[src/rtl/arc4_pkg.sv]
// Shared ARC4 definitions: datapath widths, permutation size, key length,
// controller state encoding and key byte selection.
package arc4_pkg;
    localparam int DATA_W  = 8;
    localparam int S_SIZE  = 256;
    localparam int KEY_LEN = 3;
    localparam int KEY_W   = DATA_W * KEY_LEN;

    typedef enum logic [2:0] {
        ST_IDLE,
        ST_INIT,
        ST_KSA,
        ST_LEN,
        ST_PRGA,
        ST_DONE
    } state_t;

    // Key byte 0 is the most significant byte of the packed key.
    function automatic logic [DATA_W-1:0] key_byte(input logic [KEY_W-1:0] key,
                                                   input logic [1:0]       idx);
        case (idx)
            2'd0:    key_byte = key[23:16];
            2'd1:    key_byte = key[15:8];
            default: key_byte = key[7:0];
        endcase
    endfunction
endpackage

[src/rtl/arc4_encrypt_if.sv]
// Start handshake, key and plaintext/ciphertext memory bus of arc4_encrypt.
// The slave modport is the encryptor; the master modport is its environment.
interface arc4_encrypt_if;
    import arc4_pkg::*;

    logic              en;
    logic              rdy;
    logic [KEY_W-1:0]  key;
    logic [DATA_W-1:0] pt_addr;
    logic [DATA_W-1:0] pt_rddata;
    logic [DATA_W-1:0] ct_addr;
    logic [DATA_W-1:0] ct_wrdata;
    logic              ct_wren;

    modport master (
        output en, key, pt_rddata,
        input  rdy, pt_addr, ct_addr, ct_wrdata, ct_wren
    );

    modport slave (
        input  en, key, pt_rddata,
        output rdy, pt_addr, ct_addr, ct_wrdata, ct_wren
    );
endinterface

[src/rtl/s_mem.sv]
// ARC4 permutation store: 256x8 single-port RAM with a registered read.
// A read in the same cycle as a write to that address returns the old byte.
module s_mem
    import arc4_pkg::*;
(
    input  logic [DATA_W-1:0] address,
    input  logic              clk,
    input  logic [DATA_W-1:0] data,
    input  logic              wren,
    output logic [DATA_W-1:0] q
);
    logic [DATA_W-1:0] mem [S_SIZE];

    // Synchronous write and registered read on the single port.
    always_ff @(posedge clk) begin
        if (wren) begin
            mem[address] <= data;
        end
        q <= mem[address];
    end
endmodule

[src/rtl/arc4_encrypt.sv]
// ARC4 encryptor for a length-prefixed message: builds S (INIT, KSA), copies
// the length byte (LEN), then writes one ciphertext byte per PRGA step.
module arc4_encrypt
    import arc4_pkg::*;
(
    input  logic         clk,
    input  logic         reset,
    arc4_encrypt_if.slave bus
);
    state_t            state;
    logic [2:0]        phase;
    logic [DATA_W-1:0] i, j, si, sj, len;
    logic [8:0]        k;
    logic [1:0]        kidx;
    logic [KEY_W-1:0]  key_q;

    logic [DATA_W-1:0] s_addr, s_data, s_q;
    logic              s_wren;
    logic [DATA_W-1:0] j_ksa, j_prga;

    // s_q holds S[i] in the cycle after the S[i] read in both schedules.
    assign j_ksa  = j + s_q + key_byte(key_q, kidx);
    assign j_prga = j + s_q;

    s_mem u_s_mem (
        .address (s_addr),
        .clk     (clk),
        .data    (s_data),
        .wren    (s_wren),
        .q       (s_q)
    );

    // S-RAM port steering: the single port is shared by reads and both swap writes.
    always_comb begin
        s_addr = i;
        s_data = i;
        s_wren = 1'b0;
        case (state)
            ST_INIT: s_wren = 1'b1;
            ST_KSA: begin
                case (phase)
                    3'd1: s_addr = j_ksa;
                    3'd2: begin s_data = s_q; s_wren = 1'b1; end
                    3'd3: begin s_addr = j; s_data = si; s_wren = 1'b1; end
                    default: ;
                endcase
            end
            ST_PRGA: begin
                case (phase)
                    3'd0: s_addr = i + 8'd1;
                    3'd1: s_addr = j_prga;
                    3'd2: begin s_data = s_q; s_wren = 1'b1; end
                    3'd3: begin s_addr = j; s_data = si; s_wren = 1'b1; end
                    3'd4: s_addr = si + sj;
                    default: ;
                endcase
            end
            default: ;
        endcase
    end

    // Controller: sequences INIT/KSA/LEN/PRGA and registers all bus outputs.
    always_ff @(posedge clk or negedge reset) begin
        if (!reset) begin
            state         <= ST_IDLE;
            phase         <= 3'd0;
            bus.rdy       <= 1'b1;
            bus.ct_wren   <= 1'b0;
            bus.pt_addr   <= '0;
            bus.ct_addr   <= '0;
            bus.ct_wrdata <= '0;
            i             <= '0;
            j             <= '0;
            si            <= '0;
            sj            <= '0;
            len           <= '0;
            k             <= '0;
            kidx          <= '0;
            key_q         <= '0;
        end else begin
            bus.ct_wren <= 1'b0;
            case (state)
                ST_IDLE: begin
                    if (bus.en && bus.rdy) begin
                        bus.rdy <= 1'b0;
                        key_q   <= bus.key;
                        i       <= '0;
                        j       <= '0;
                        kidx    <= '0;
                        phase   <= 3'd0;
                        state   <= ST_INIT;
                    end
                end
                ST_INIT: begin
                    i <= i + 8'd1;
                    if (i == 8'hFF) begin
                        state <= ST_KSA;
                    end
                end
                ST_KSA: begin
                    phase <= phase + 3'd1;
                    if (phase == 3'd1) begin
                        j  <= j_ksa;
                        si <= s_q;
                    end else if (phase == 3'd3) begin
                        phase <= 3'd0;
                        i     <= i + 8'd1;
                        kidx  <= (kidx == 2'd2) ? 2'd0 : kidx + 2'd1;
                        if (i == 8'hFF) begin
                            j           <= '0;
                            bus.pt_addr <= '0;
                            state       <= ST_LEN;
                        end
                    end
                end
                ST_LEN: begin
                    phase <= phase + 3'd1;
                    if (phase == 3'd1) begin
                        len           <= bus.pt_rddata;
                        bus.ct_addr   <= '0;
                        bus.ct_wrdata <= bus.pt_rddata;
                        bus.ct_wren   <= 1'b1;
                    end else if (phase == 3'd2) begin
                        phase <= 3'd0;
                        k     <= 9'd1;
                        state <= (len == 8'd0) ? ST_DONE : ST_PRGA;
                    end
                end
                ST_PRGA: begin
                    phase <= phase + 3'd1;
                    case (phase)
                        3'd0: begin
                            i           <= i + 8'd1;
                            bus.pt_addr <= k[7:0];
                        end
                        3'd1: begin
                            j  <= j_prga;
                            si <= s_q;
                        end
                        3'd2: sj <= s_q;
                        3'd5: begin
                            phase         <= 3'd0;
                            bus.ct_addr   <= k[7:0];
                            bus.ct_wrdata <= bus.pt_rddata ^ s_q;
                            bus.ct_wren   <= 1'b1;
                            k             <= k + 9'd1;
                            if (k == {1'b0, len}) begin
                                state <= ST_DONE;
                            end
                        end
                        default: ;
                    endcase
                end
                ST_DONE: begin
                    bus.rdy <= 1'b1;
                    state   <= ST_IDLE;
                end
                default: state <= ST_IDLE;
            endcase
        end
    end
endmodule

[src/flat_wrapper.sv]
// flat-port wrapper written by rule: the top's interface ports become plain ports
module arc4_encrypt_flat import arc4_pkg::*;
  (clk, reset, bus_en, bus_key, bus_pt_rddata, bus_rdy, bus_pt_addr, bus_ct_addr, bus_ct_wrdata, bus_ct_wren);
  arc4_encrypt_if bus_i ();
  input  logic clk;
  input  logic reset;
  input wire logic [$bits(bus_i.en)-1:0] bus_en;
  input wire logic [$bits(bus_i.key)-1:0] bus_key;
  input wire logic [$bits(bus_i.pt_rddata)-1:0] bus_pt_rddata;
  output wire logic [$bits(bus_i.rdy)-1:0] bus_rdy;
  output wire logic [$bits(bus_i.pt_addr)-1:0] bus_pt_addr;
  output wire logic [$bits(bus_i.ct_addr)-1:0] bus_ct_addr;
  output wire logic [$bits(bus_i.ct_wrdata)-1:0] bus_ct_wrdata;
  output wire logic [$bits(bus_i.ct_wren)-1:0] bus_ct_wren;
  assign bus_i.en = bus_en;
  assign bus_i.key = bus_key;
  assign bus_i.pt_rddata = bus_pt_rddata;
  assign bus_rdy = bus_i.rdy;
  assign bus_pt_addr = bus_i.pt_addr;
  assign bus_ct_addr = bus_i.ct_addr;
  assign bus_ct_wrdata = bus_i.ct_wrdata;
  assign bus_ct_wren = bus_i.ct_wren;
  arc4_encrypt u_core (.clk(clk), .reset(reset), .bus(bus_i));
endmodule
[config.mk]
export PLATFORM = sky130hd
export DESIGN_NAME = arc4_encrypt_flat
export DESIGN_NICKNAME = d
export VERILOG_FILES = /design/src/rtl/arc4_pkg.sv /design/src/rtl/arc4_encrypt_if.sv /design/src/rtl/s_mem.sv /design/src/rtl/arc4_encrypt.sv /design/src/flat_wrapper.sv
export SDC_FILE = /design/constraint.sdc
export NUM_CORES = 2
export LEC_CHECK = 0
export CAP_MARGIN = 10
export CORE_UTILIZATION = 30
export CTS_CLUSTER_DIAMETER = 150
export DETAILED_ROUTE_END_ITERATION = 6
export MAX_ROUTING_LAYER = met4
export REMOVE_ABC_BUFFERS = 1
export SKIP_CTS_REPAIR_TIMING = 1
export SLEW_MARGIN = 20
export SYNTH_ARGS = -nofsm -noshare
export SYNTH_HDL_FRONTEND = slang
export SYNTH_SLANG_ARGS = --single-unit
[constraint.sdc]
create_clock -name clk -period 20.3 [get_ports clk]
set_input_delay 2.03 -clock clk [delete_from_list [all_inputs] [get_ports clk]]
set_output_delay 2.03 -clock clk [all_outputs]
set_load 0.01 [all_outputs]
After elaboration in Yosys (flattened, before gate mapping)
Memories as Yosys holds them, arrays and structs flattened. A register that Yosys moved wholly into a read port is not among the register bits.
Index checks and enable logic that the tools add are counted.
{"block": "classes", "n_addsub": 7, "eq_ne": 28, "muxes": 61, "n_bitwise": 1, "n_reduce_logical": 27}
{"op": "2-to-1 mux 8 bit", "count": 15}
{"op": "one-hot mux 8 bit (2 select lines)", "count": 7}
{"op": "one-hot mux 8 bit (4 select lines)", "count": 2}
{"op": "2-to-1 mux 3 bit", "count": 15}
{"op": "2-to-1 mux 9 bit", "count": 3}
{"op": "adder 8 bit", "count": 3}
{"op": "one-hot mux 8 bit (3 select lines)", "count": 1}
{"op": "!= test 2 x 1 -> 1 bit, second input constant", "count": 9}
{"op": "one-hot mux 9 bit (2 select lines)", "count": 1}
{"op": "one-hot mux 3 bit (5 select lines)", "count": 1}
{"op": "AND reduction 5 bit", "count": 3}
{"op": "== test 3 x 2 -> 1 bit, second input constant", "count": 4}
{"op": "== test 3 bit, second input constant", "count": 4}
{"op": "one-hot mux 3 bit (4 select lines)", "count": 1}
{"op": "AND reduction 2 bit", "count": 6}
{"op": "adder 9 x 1 -> 9 bit, second input constant", "count": 1}
{"op": "== test 9 x 8 -> 1 bit", "count": 1}
{"op": "AND reduction 9 bit", "count": 1}
{"op": "adder 8 x 1 -> 8 bit, second input constant", "count": 1}
{"op": "== test 8 bit, second input constant", "count": 1}
{"op": "logical NOT 8 bit", "count": 1}
{"op": "2-to-1 mux 2 bit", "count": 4}
{"op": "AND reduction 4 bit", "count": 2}
{"op": "nonzero test 2 bit", "count": 4}
{"op": "other kinds (18)", "count": 33}
{"block": "totals", "reg_bits": 107, "ramBits": 2048, "input_bits": 35, "output_inout_bits": 26, "memories": 1}
{"name": "u_core.u_s_mem.mem", "words": 256, "word_bits": 8, "rd": 1, "rd_clocked_by_memory_dff": 1, "wr": 1, "line_no": "s_mem.sv:12", "rtl": "logic [DATA_W-1:0] mem [S_SIZE];"}

Depth between registers and ports, before layout
{"block": "depth", "word_depth": 6, "ltp_mapped": 21}

By module
From an unflattened synthesis, not the netlist that was laid out.
{"block": "hier_totals", "cells_unflattened": 4241, "hier_area_um2": 85091.6}
{"mod": "s_mem", "n_inst": 1, "cells_each": 3547, "area_per_inst_um2": 78492.8}
{"mod": "arc4_encrypt", "n_inst": 1, "cells_each": 694, "area_per_inst_um2": 6598.8}

Worst setup path after synthesis
No wires, ideal clock.
{"block": "synth_path", "kind": "register to register", "startpoint": "reg u_core.state[1]", "endpoint": "mem u_core.u_s_mem.mem[0][5] (data pin)", "setup_time_ns": 1.579, "arrival_time_ns": 8.623, "required_time_ns": 18.721, "slack_ns": 10.098, "path_stages_with_launch": 8, "n_path_buf": 2, "synth_period_minus_slack_ns": 10.202, "cell_sequence": "dfrtp_1 > buf_4 > nand2b_1 > a21o_1 > nor3_1 > clkbuf_1 > nor2_1 > a21oi_1"}
{"block": "synth_via", "elab_chain_len": 3}
{"element": "start: declaration", "line_no": "arc4_encrypt.sv:10", "rtl": "state_t state;"}
{"element": "start signal: assignment", "line_no": "arc4_encrypt.sv:126", "rtl": "state <= (len == 8'd0) ? ST_DONE : ST_PRGA;"}
{"element": "== test 3 x 2 -> 1 bit or == test 3 bit (tied branches)", "line_no": "arc4_encrypt.sv:38", "rtl": "case (state)"}
{"element": "OR reduction 2 bit (no line) *"}
{"element": "2-to-1 mux 8 bit *"}
{"element": "net u_core.s_data[5]", "line_no": "arc4_encrypt.sv:17", "rtl": "logic [DATA_W-1:0] s_addr, s_data, s_q;"}
{"element": "end: declaration", "line_no": "s_mem.sv:12"}
The timed path passes the listed nets; every way through them passes the cells marked *.

Worst setup path after layout
{"block": "layout_path", "startpoint": "reg u_core.kidx[0]", "endpoint": "reg u_core.u_s_mem.q[0] (read register of u_core.u_s_mem.mem)"}
{"block": "layout_via", "elab_chain_len": 5}
{"element": "start: declaration", "line_no": "arc4_encrypt.sv:14", "rtl": "logic [1:0] kidx;"}
{"element": "start signal: assignment", "line_no": "arc4_encrypt.sv:108", "rtl": "kidx <= (kidx == 2'd2) ? 2'd0 : kidx + 2'd1;"}
{"element": "== test 2 x 1 -> 1 bit or logical NOT 2 bit (tied branches)", "line_no": "arc4_pkg.sv:21", "rtl": "case (idx)"}
{"element": "one-hot mux 8 bit (2 select lines) *", "line_no": "arc4_pkg.sv:21"}
{"element": "adder 8 bit *", "line_no": "arc4_encrypt.sv:22", "rtl": "assign j_ksa = j + s_q + key_byte(key_q, kidx);"}
{"element": "one-hot mux 8 bit (2 select lines) *", "line_no": "arc4_encrypt.sv:41", "rtl": "case (phase)"}
{"element": "one-hot mux 8 bit (2 select lines) *", "line_no": "arc4_encrypt.sv:38"}
{"element": "end: declaration", "line_no": "s_mem.sv:10", "rtl": "output logic [DATA_W-1:0] q"}
Every way passes the cells marked *; elsewhere a longest branch is shown, timed or not.
A chain may end at the register's enable or synchronous reset.

==> results_dict.tcl <==
set metrics [dict create \
    run_status "finished with violations" \
    violations "DRC" \
    wirelength_um 278000 \
    grt_pass1_vias 54800 \
    grt_max_degree 223 \
    initial_utilization_pct 30.1 \
    drv_slew 0 \
    path_max_fanout 162 \
    synth_area_mm2 0.0885 \
    worstPathArrival_ns 8.73 \
    track_usage_pct 18.5 \
    port_buffers 60 \
    hp-start "u_core.bus.pt_addr[2]" \
    wire_per_inst_um 25.9 \
    ys_ff_latch 2163 \
    dpl.hpwl_um 161000 \
    rows 199 \
    setup_viol 0 \
    hold_class "reg2reg" \
    synthCells 6668 \
    htreeDepth 4 \
    synth_edf_count 2048 \
    firstDrtPassIters 7 \
    drt_iter0_drc 8225 \
    antenna_found_initial 12 \
    clock_sinks 2163 \
    vias 58700 \
    fin_skew_ns 0.0449 \
    final_area_mm2 0.100 \
    clk_latency_ns 0.89 \
    finalHoldViolCount 0 \
    cts_tree "yes" \
    setup_tns_ns 0 \
    yosysSeqAreaShare_pct 72.7 \
    yosys_most_used_dff "edfxtp_1" \
    p_leak_nw 32.3 \
    cts_buffer_depth 3 \
    r2r-start "u_core.kidx[0]" \
    finalNetCount 6690 \
    p_per_area_mw_per_mm2 154 \
    clkTransAtPathRegs_ns 0.06 \
    syn_area_per_cell_um2 13.3 \
    slew_headroom_pct 14.3 \
    synthArstFlopShare_pct 4.95 \
    crit_buf_inv 4 \
    final.period_utilization_pct 39.3 \
    critPathSlowestCell "buf_4" \
    core_area_mm2 0.294 \
    critPathMaxStageDelay_ns 0.70 \
    io_pins 61 \
    tightestPinTransition_ns 1.28 \
    die_x_um 545 \
    crit_type "reg2reg" \
    cp-start-kind "flop" \
    critPathTopFamily "buffers and inverters" \
    vias_per_cell 5.47 \
    drc 72 \
    worst_hold_slack_ns 0.477 \
    required_ns 21.05 \
    cp_common_cell "buf_4" \
    max-vdd-ir-drop_mv 0.156 \
    synth.distinct_cells 87 \
    gp_congestion 0.901 \
    path_cells "mux2i_1 > o21ai_0 > ha_1 > fa_1 > and3b_1 > o21ai_1 > o221a_4 > buf_12 > buf_4 > buf_4 > buf_4 > a21oi_1 > a221oi_1 > a21oi_1 > a22o_1 > a221oi_1 > o22ai_1 > and4b_1" \
    die_h_um 545 \
    grt_remaining_overflow 0 \
    worst_setup_path_end_kind "flop" \
    placed_area_mm2 0.0932 \
    yosys_warnings 0 \
    die_area_mm2 0.297 \
    startpoint "u_core.kidx[0]" \
    fmax_mhz 125 \
    syn_to_final_growth_pct 13.4 \
    detail-route-antenna-nets 0 \
    timing.final.crit_period_ns 7.98 \
    cts_buffers 220 \
    grt_first_pass_wirelength_um 396000 \
    rsz0062_at_grt "no" \
    clockRootBuffer "clkbuf_16" \
    layout-drive-gt1-share_pct 8.11 \
    max_cap_violations 0 \
]
## registers in the layout, summed over array words and instances (netlist names), 2 cells and up
register / flops
u_core.j: 8
u_core.bus.ct_addr: 8
u_core.bus.ct_wrdata: 8
u_core.k: 9
u_core.sj: 8
u_core.u_s_mem.q: 8
u_core.u_s_mem.mem: 2048
u_core.kidx: 2
u_core.len: 8
u_core.i: 8
u_core.state: 3
u_core.key_q: 24
u_core.phase: 3
u_core.bus.pt_addr: 8
u_core.si: 8
## cell families after synthesis
logic type | after synthesis | synth area share [%]
AOI/OAI and AO/OA | 1366 | 10.3
xor gates and xnor gates | 36 | 0.356
adders and majority gates | 32 | 0.478
buffers and inverters | 490 | 2.68
DFF | 2163 | 72.7
muxes | 197 | 2.31
and+or+nand+nor | 2384 | 11.2
## per-layer routing
| layer | part of all wire [%] | GRT usage [%] | vias to the layer above |
|---|---|---|---|
| met4 | 4.0 | 7.25 | 0 |
| met3 | 11 | 4.02 | 571 |
| li1 | - | - | 25100 |
| met1 | 40 | 24.7 | 29600 |
| met5 | 0 | - | - |
| met2 | 45 | 27.6 | 3428 |
## where the power goes
group	total, mW	switching (mW)	internal (mW)
Clock	4.01	1.73	2.29
Sequential	5.51	0.134	5.38
Combinational	5.89	4.37	1.52
Total	15.4	6.23	9.19
## cell usage after synthesis, types with 9 or more instances
cell type | instances | share of area [%]
nand2b_1 | 10 | 0.071
nor4_1 | 12 | 0.085
and3_1 | 89 | 0.63
nand2_1 | 1531 | 6.5
o221ai_1 | 22 | 0.22
o22ai_1 | 22 | 0.16
a311oi_1 | 64 | 0.63
a22o_1 | 19 | 0.19
o31ai_1 | 9 | 0.076
xor2_1 | 16 | 0.16
o211ai_1 | 21 | 0.18
buf_4 | 35 | 0.30
mux2_2 | 49 | 0.62
a211oi_1 | 20 | 0.17
buf_1 | 33 | 0.14
edfxtp_1 | 2048 | 69
clkbuf_1 | 118 | 0.50
xnor2_1 | 20 | 0.20
nor2_1 | 355 | 1.5
dfrtp_1 | 106 | 3.0
nand4_1 | 34 | 0.24
o21ai_0 | 143 | 0.81
mux2i_1 | 146 | 1.7
nor3_1 | 67 | 0.38
nand3_1 | 227 | 1.3
a21oi_1 | 524 | 3.0
a31oi_1 | 44 | 0.31
a22oi_1 | 101 | 0.86
buf_2 | 276 | 1.6
a32oi_1 | 198 | 2.0
ha_1 | 29 | 0.41
inv_1 | 20 | 0.085
a221oi_1 | 114 | 1.1
## final timing paths
kind                                    endpoint  cells past startpoint  slack (ns)
max                          u_core.u_s_mem.q[0]                     18       12.32
min                        u_core.bus.pt_addr[2]                      2        0.48
max reg2reg                  u_core.u_s_mem.q[0]                     18       12.32
min reg2reg                u_core.bus.pt_addr[2]                      2        0.48
max in group asynchronous           u_core.sj[4]                      2       17.89
min in group asynchronous  u_core.bus.pt_addr[5]                      1        1.20
## through the flow
stage	setup WS [ns]	total power, mW	cells	utilization, %
floorplan	-29.01	11.4	6198	-
global placement	12.70	11.2	10300	31.7
detailed placement	12.72	11.3	10300	31.7
CTS	12.67	15.3	10700	34.2
global route	12.09	15.9	10700	34.2
finish	12.32	15.4	10700	34.2
## worst register-to-register path, delay by kind of cell, from the launching register on
family                   cells  cell delay (ns)
buffers and inverters        4             2.93
AO/OA/AOI/OAI                9             2.47
adder cells (fa/ha/maj)      2             0.80
AND/OR/NAND/NOR              2             0.72
flip-flops                   1             0.65
multiplexers                 1             0.29
## final cells by class
type / count / area (µm²)
diodes: 10 / 25.0
clock buffers: 282 / 5890
multi-input cells: 4015 / 22100
repair buffers: 203 / 1890
well taps: 3919 / 4900
clock inverters: 126 / 1210
fillers: 28200 / 193000
inverters: 20 / 75.1
flip-flops and latches: 2163 / 64300
## layout by cell type, fill, tap and decap left out, drive strengths merged, types with 8 or more instances in the layout
master,Yosys,routed
a211oi,20,20
a21oi,525,525
a221oi,114,114
a22o,19,19
a22oi,101,101
a311oi,64,64
a31oi,44,44
a32oi,198,198
and3,89,89
buf,352,144
bufinv,0,19
clkbuf,118,282
clkdlybuf4s50,0,59
clkinv,0,96
dfrtp,106,106
dfxtp,8,8
diode,0,10
edfxtp,2048,2048
ha,29,29
inv,20,27
mux2,50,50
mux2i,147,147
nand2,1532,1532
nand2b,10,10
nand3,228,228
nand4,34,34
nor2,358,358
nor3,67,67
nor4,12,12
o211ai,21,21
o21ai,147,147
o221ai,22,22
o22ai,22,22
o31ai,9,9
xnor2,20,20
xor2,16,16
No activity file was read; power rests on OpenSTA's default activity.
